==> config.mk <==
export PLATFORM = sky130hd
export DESIGN_NAME = int_ctrl
export DESIGN_NICKNAME = d
export VERILOG_FILES = /design/src/rtl/int_ctrl.sv
export SDC_FILE = /design/constraint.sdc
export NUM_CORES = 1
export LEC_CHECK = 0
export BUFFER_PORTS_ARGS = -buffer_cell sky130_fd_sc_hd__buf_4
export CAP_MARGIN = 40
export CORE_MARGIN = 2
export CORE_UTILIZATION = 25
export DETAILED_ROUTE_END_ITERATION = 16
export GPL_ROUTABILITY_DRIVEN = 0
export GPL_TIMING_DRIVEN = 0
export PLACE_DENSITY_LB_ADDON = 0.05
export SYNTH_ARGS = -nofsm -noshare
export SYNTH_HDL_FRONTEND = slang
export SYNTH_SLANG_ARGS = --single-unit
==> constraint.sdc <==
create_clock -name clk -period 2.4 [get_ports clk]
set_input_delay 0.48 -clock clk [delete_from_list [all_inputs] [get_ports clk]]
set_output_delay 0.48 -clock clk [all_outputs]
set_load 0.01 [all_outputs]
==> src/rtl/int_ctrl.sv <==
// Interrupt controller: 16 level/edge sources with polarity, enable and routing onto 6 CPU lines.
// irq_src to int_out takes 3 posedges, or 4 when INTC_SYNC_EN adds a second synchroniser flop.
// Register accesses always complete in one cycle, so there is no backpressure.
module int_ctrl (
    input  logic        clk,
    input  logic        reset,
    input  logic [15:0] irq_src,
    input  logic        conf_en,
    input  logic [3:0]  conf_wen,
    input  logic [7:0]  conf_addr,
    input  logic [31:0] conf_wdata,
    output logic [31:0] conf_rdata,
    output logic [5:0]  int_out
);

    logic [15:0] s;
`ifdef INTC_SYNC_EN
    logic [15:0] sync_q;
`endif
    logic [15:0] act;
    logic [15:0] act_d;
    logic [15:0] rise;
    logic [15:0] edge_sel;
    logic [15:0] pol;
    logic [15:0] enable;
    logic [15:0] pending;
    logic [23:0] route_lo;
    logic [23:0] route_hi;

    logic [5:0]  idx;
    logic        wr_acc;
    logic        rd_acc;
    logic [23:0] wmask;
    logic [15:0] wr16;
    logic [23:0] wr24;
    logic [15:0] clr_bits;
    logic [15:0] pend_nxt;
    logic [47:0] route_all;
    logic [5:0]  int_nxt;
    logic [31:0] rd_mux;

    // Word-aligned address: the low two bits and the top write byte have no storage behind them.
    logic unused_bits;
    assign unused_bits = &{1'b0, conf_addr[1:0], conf_wdata[31:24]};

    always_comb begin
        idx      = conf_addr[7:2];
        wr_acc   = conf_en && (conf_wen != 4'b0000);
        rd_acc   = conf_en && (conf_wen == 4'b0000);
        wmask    = {{8{conf_wen[2]}}, {8{conf_wen[1]}}, {8{conf_wen[0]}}};
        wr16     = conf_wdata[15:0] & wmask[15:0];
        wr24     = conf_wdata[23:0] & wmask;
        clr_bits = (wr_acc && idx == 6'd5) ? wr16 : 16'h0000;

        act  = s ^ pol;
        rise = act & ~act_d;
        // Edge sources: a same-cycle set beats the clear.
        pend_nxt = (edge_sel & (rise | (pending & ~clr_bits))) | (~edge_sel & act);

        route_all = {route_hi, route_lo};
        int_nxt   = 6'b000000;
        for (int k = 0; k < 6; k++) begin
            for (int i = 0; i < 16; i++) begin
                if (pending[i] && enable[i] && route_all[3*i +: 3] == 3'(k))
                    int_nxt[k] = 1'b1;
            end
        end

        rd_mux = 32'h0000_0000;
        case (idx)
            6'd0:    rd_mux = {16'h0000, s};
            6'd1:    rd_mux = {16'h0000, edge_sel};
            6'd2:    rd_mux = {16'h0000, pol};
            6'd3:    rd_mux = {16'h0000, enable};
            6'd4:    rd_mux = {16'h0000, pending};
            6'd6:    rd_mux = {8'h00, route_lo};
            6'd7:    rd_mux = {8'h00, route_hi};
            default: rd_mux = 32'h0000_0000;
        endcase
    end

    always_ff @(posedge clk) begin
        if (reset) begin
`ifdef INTC_SYNC_EN
            sync_q     <= '0;
`endif
            s          <= '0;
            act_d      <= '0;
            pending    <= '0;
            int_out    <= '0;
            edge_sel   <= '0;
            pol        <= '0;
            enable     <= '0;
            route_lo   <= '0;
            route_hi   <= '0;
            conf_rdata <= '0;
        end else begin
`ifdef INTC_SYNC_EN
            sync_q <= irq_src;
            s      <= sync_q;
`else
            s      <= irq_src;
`endif
            act_d   <= act;
            pending <= pend_nxt;
            int_out <= int_nxt;

            if (wr_acc) begin
                case (idx)
                    6'd1: edge_sel <= (edge_sel & ~wmask[15:0]) | wr16;
                    6'd2: pol      <= (pol & ~wmask[15:0]) | wr16;
                    6'd3: enable   <= (enable & ~wmask[15:0]) | wr16;
                    6'd6: route_lo <= (route_lo & ~wmask) | wr24;
                    6'd7: route_hi <= (route_hi & ~wmask) | wr24;
                    default: ;
                endcase
            end

            if (rd_acc)
                conf_rdata <= rd_mux;
        end
    end

endmodule

-- Word level (Yosys, flattened, before mapping)
Cells that the tools add are included.
Widths: inputs -> output; s select.
- register bits: 182
- input bits: 63
- equality and inequality tests: 87
- muxes and demuxes: 98
- bitwise operators: 24
- reduce and logical (&&, ||, !) cells: 139
- operators with widths (operator ; number):
    $pmux 24 s7 ; 1
    $and 16x16->16 ; 8
    $logic_and 1x1->1 ; 115
    $eq 3x2->1 const B ; 32
    $eq 3x3->1 const B ; 32
    $mux 1 ; 96
    $or 16x16->16 ; 5
    $and 24x24->24 ; 3
    $not 16->16 ; 4
    $eq 3x1->1 const B ; 16
    $logic_not 3->1 ; 16
    $or 24x24->24 ; 2
    $eq 6x3->1 const B ; 4
    $not 24->24 ; 1
    $mux 16 ; 1
    $xor 16x16->16 ; 1
    $eq 6x2->1 const B ; 2
    $reduce_and 2->1 ; 5
    $eq 6x1->1 const B ; 1
    $logic_not 6->1 ; 1
    $logic_not 4->1 ; 1
    $reduce_bool 4->1 ; 1

-- Depth between registers and ports, before layout
- depth in word-level cells: 18
- mapped depth: 7

-- Worst setup path before layout
OpenSTA, ideal clock, no wires.
- path kind: input -> register
- from: input port conf_addr[2]
- to: register with a tool-made name
- library setup time: 128 ps
- arrival: 1991 ps
- required time: 2272 ps
- slack: 281 ps
- cell stages on the path: 6
- path through: buf_6 > or4b_4 > buf_6 > nor3_4 > mux2i_1 > nor2_1
- RTL lines (element ; RTL line ; RTL):
    start, declared ; 10 ; input logic [7:0] conf_addr,

-- Worst setup path in the final report
- from: input port conf_addr[5]
- to: register conf_rdata[13]
- cells in the longest elaborated chain, start to end: 2
- elaborated cells between the ends (all ways): 8
- those cells by class: eq/ne: 6; mux: 1; reduce/logical: 1
- RTL lines (element ; RTL line ; RTL):
    $eq 6x3->1 (tied with other cells) ; 70 ; case (idx)
    $pmux 24 s7 (*) ; 70 ;
    end signal, assigned ; 120 ; conf_rdata <= rd_mux;
    end, declared ; 12 ; output logic [31:0] conf_rdata,
Mark *: on every way between the ends. The rest lies on a longest branch, timed or not.
A chain may end at the register's enable or synchronous reset.

==> results.md <==
- Outcome: complete, no violations
- Die X: 184 µm
- Congestion Overflow GR: 0
- CP Cell Sequence: buf_4 > nor4b_2 > buf_6 > clkbuf_1 > a222oi_1 > o2bb2ai_1
- R2R depth: 4
- TritonCTS Buffers: 17
- Pin count of the biggest net entering global routing: 18
- FFs w/ async S/R, synth: 0
- Via-per-instance ratio: 5.09
- Row cnt: 65
- Final #Nets: 1022
- Drt first pass iters: 7
- Drt drc: 0
- Power Dens Cells: 624 nW/µm²
- Worst hold path depth: 2
- Die area: 33700 µm²
- Synth Flop Type: dfxtp_1
- Reg2Reg Setup Slack: 0.63 ns
- Hold buffer count at cts: 0
- Overall global routing resource usage: 0.193
- Slowest CP cell: nor4b_2
- Share of cells above drive strength 1: 0.199
- R2R Path End: int_out[1]
- Sequential cell area fraction in the yosys report: 0.432
- Routed len/inst: 23.1 µm
- Crit path capture type: register
- CTS H-tree lvls: 4
- CP max stage delay: 0.79 ns
- Die Y-Extent: 184 µm
- Setup Viol. Count Final: 0
- Non-Filler Instances: 1374
- Area of the core: 31600 µm²
- Max-slew violations: 0
- Period Utilization, post-route: 0.959
- Yosys top cell area share: 0.432
- Clk root buf: clkbuf_16
- Antenna violations before repair: 0
- First-pass GRT wire length: 46900 µm
- CTS tree: yes
- EDFF count, synth: 0
- Clock Skew: 0.0229 ns
- Max-slew headroom: 0.401
- Antenna viol nets, final: 0
- Yosys cell types: 46
- CP Class: input port to register
- Cell area after synthesis: 8060 µm²
- Clock transition at the registers of the reported paths: 0.08 ns
- Synth warn: 0
- Hold path start: irq_src[7]
- Crit path buffers/inverters: 3
- Final Hold Viols: 0
- F_max: 434 MHz
- Synth area leader: dfxtp_1
- Ant. Diodes: 0
- Vias in the first global route: 6891
- Placed Instances: 1340
- Setup TNS: 0 ns
- Initial Utilization: 0.255
- Endpoint, Worst Hold: s[7]
- Ports: 101
- Register bit total from synthesis: 174
- Static leakage: 3.73 nW
- CP Data Arrival Time: 2.67 ns
- CP max FO: 10
- Worst Max-Slew Pin Slew: 0.899 ns
- 1st-iter DRT viols: 564
- Clock sinks: 174
- Area Growth Syn to Fin: 23.1%
- Worst VDD drop: 0.000489 V
- Drt total wl: 31700 µm
- CTS Buffer Depth: 2
- Worst skew pair latency: 0.45 ns
- Period minus WS final: 2.30 ns
- HPWL after detailed placement: 24400 µm
- IO Port Bufs: 81
- Fill cells: 3346
- DR vias: 6994
- Crit start category: input port
- Post-synthesis cell count: 840
- Avg Cell Area, Syn: 9.59 µm²
- Cell family with most CP delay: buffers and inverters
- Max-cap viol count: 0
- Worst min path class: input port to register
- Synth top area cells: dfxtp_1, mux2i_1, nor2_1
- RSZ-0062 raised after global routing: no
- CP required: 2.77 ns
[power by group]
part           internal (mW)  leakage [nW]  total (mW)  switching, mW
combinational          0.163          2.04       0.418          0.254
clock                   1.49         0.285        2.81           1.32
sequential              2.93          1.41        2.96         0.0373
total                   4.58          3.73        6.19           1.61
[logic make-up after synthesis]
group	Yosys count	synth area share
muxes	128	0.186
other	1	0.000465
DFF	174	0.432
AOI/OAI and AO/OA	124	0.109
xor gates and xnor gates	16	0.0174
buffers and inverters	80	0.0436
and+or+nand+nor	317	0.211
[synth_stat cells, drive strengths merged (17+ instances only)]
| cell type | count |
|---|---|
| a21oi | 26 |
| a31oi | 21 |
| buf | 19 |
| clkbuf | 34 |
| dfxtp | 174 |
| inv | 27 |
| mux2i | 96 |
| nand2 | 21 |
| nor2 | 135 |
| nor2b | 17 |
| nor3 | 35 |
| nor4 | 19 |
| o22ai | 17 |
| o2bb2ai | 20 |
[cell type report]
cell class / instances / area, µm² / area share
Clock inverter: 14 / 141 / 0.0142
Inverter: 27 / 101 / 0.0102
Multi-Input combinational cell: 593 / 4260 / 0.429
Sequential cell: 174 / 3480 / 0.351
Tap cell: 402 / 503 / 0.0507
Buffer: 51 / 248 / 0.0250
Timing Repair Buffer: 95 / 752 / 0.0758
Clock buffer: 18 / 439 / 0.0443
[how the worst max path moves through the flow]
stage	endpoint	cells past startpoint	start	slack, ns
after CTS	conf_rdata[13]	6	conf_addr[3]	0.009
after global routing	conf_rdata[14]	7	conf_wen[2]	0.01
final	conf_rdata[13]	6	conf_addr[5]	0.1
after floorplan	register	6	conf_addr[2]	0.28
after detailed placement	conf_rdata[13]	7	conf_addr[3]	-0.86
after global placement	conf_rdata[13]	5	conf_addr[5]	-1.53
[metrics by stage]
step / total power, mW / instance area, µm² / setup WS (ns) / hold WS (ns) / util
6_report: 6.19 / 9920 / 0.0984 / 0.235 / 0.314
2_1_floorplan: 3.21 / 8090 / 0.281 / 0.476 / -
5_1_grt: 6.43 / 9920 / 0.0125 / 0.220 / 0.314
3_3_place_gp: 3.44 / 9200 / -1.53 / 0.444 / 0.291
4_1_cts: 6.29 / 9890 / 0.00926 / 0.214 / 0.313
3_5_place_dp: 3.45 / 9310 / -0.864 / 0.451 / 0.294
[metal layers]
| layer | up-vias | wire (µm) | GRT usage |
|---|---|---|---|
| met3 | 19 | 1140 | 0.0315 |
| met1 | 3478 | 14900 | 0.260 |
| met5 | - | 0 | 0 |
| met2 | 175 | 15300 | 0.323 |
| li1 | 3322 | - | - |
| met4 | 0 | 338 | 0.0416 |
[layout by cell type, fill, tap and decap left out, types with 5 or more instances in the layout]
cell / netlist / routed
dfxtp_1: 174 / 174
nand4_1: 16 / 16
nor4_1: 19 / 19
mux2i_1: 96 / 96
xnor2_1: 16 / 16
nor3_1: 29 / 29
buf_6: 2 / 7
o2bb2ai_1: 20 / 20
mux4_2: 16 / 16
or4_1: 5 / 5
inv_1: 27 / 27
a21oi_1: 26 / 26
nand3b_1: 8 / 8
nor2b_1: 17 / 17
clkbuf_1: 34 / 29
conb_1: 1 / 8
nand4b_1: 9 / 9
buf_4: 8 / 94
nor2_1: 135 / 135
nand2b_1: 11 / 11
nand2_1: 21 / 21
o21ai_0: 8 / 8
mux2_2: 16 / 16
clkbuf_16: 0 / 17
buf_2: 5 / 6
inv_6: 0 / 8
nor3_4: 5 / 5
a222oi_1: 16 / 16
a31oi_1: 21 / 21
nand3_1: 13 / 13
o32ai_1: 9 / 9
o22ai_1: 17 / 17
or2_2: 6 / 6
[what timing repair did]
| action | 4_1_cts | 5_1_grt |
|---|---|---|
| pin swaps | 0 | 2 |
| buffers inserted | 0 | 3 |
| gates resized for setup | 1 | 6 |
| setup endpoints to repair | 10 | 6 |
No activity file was read; power rests on OpenSTA's default activity.
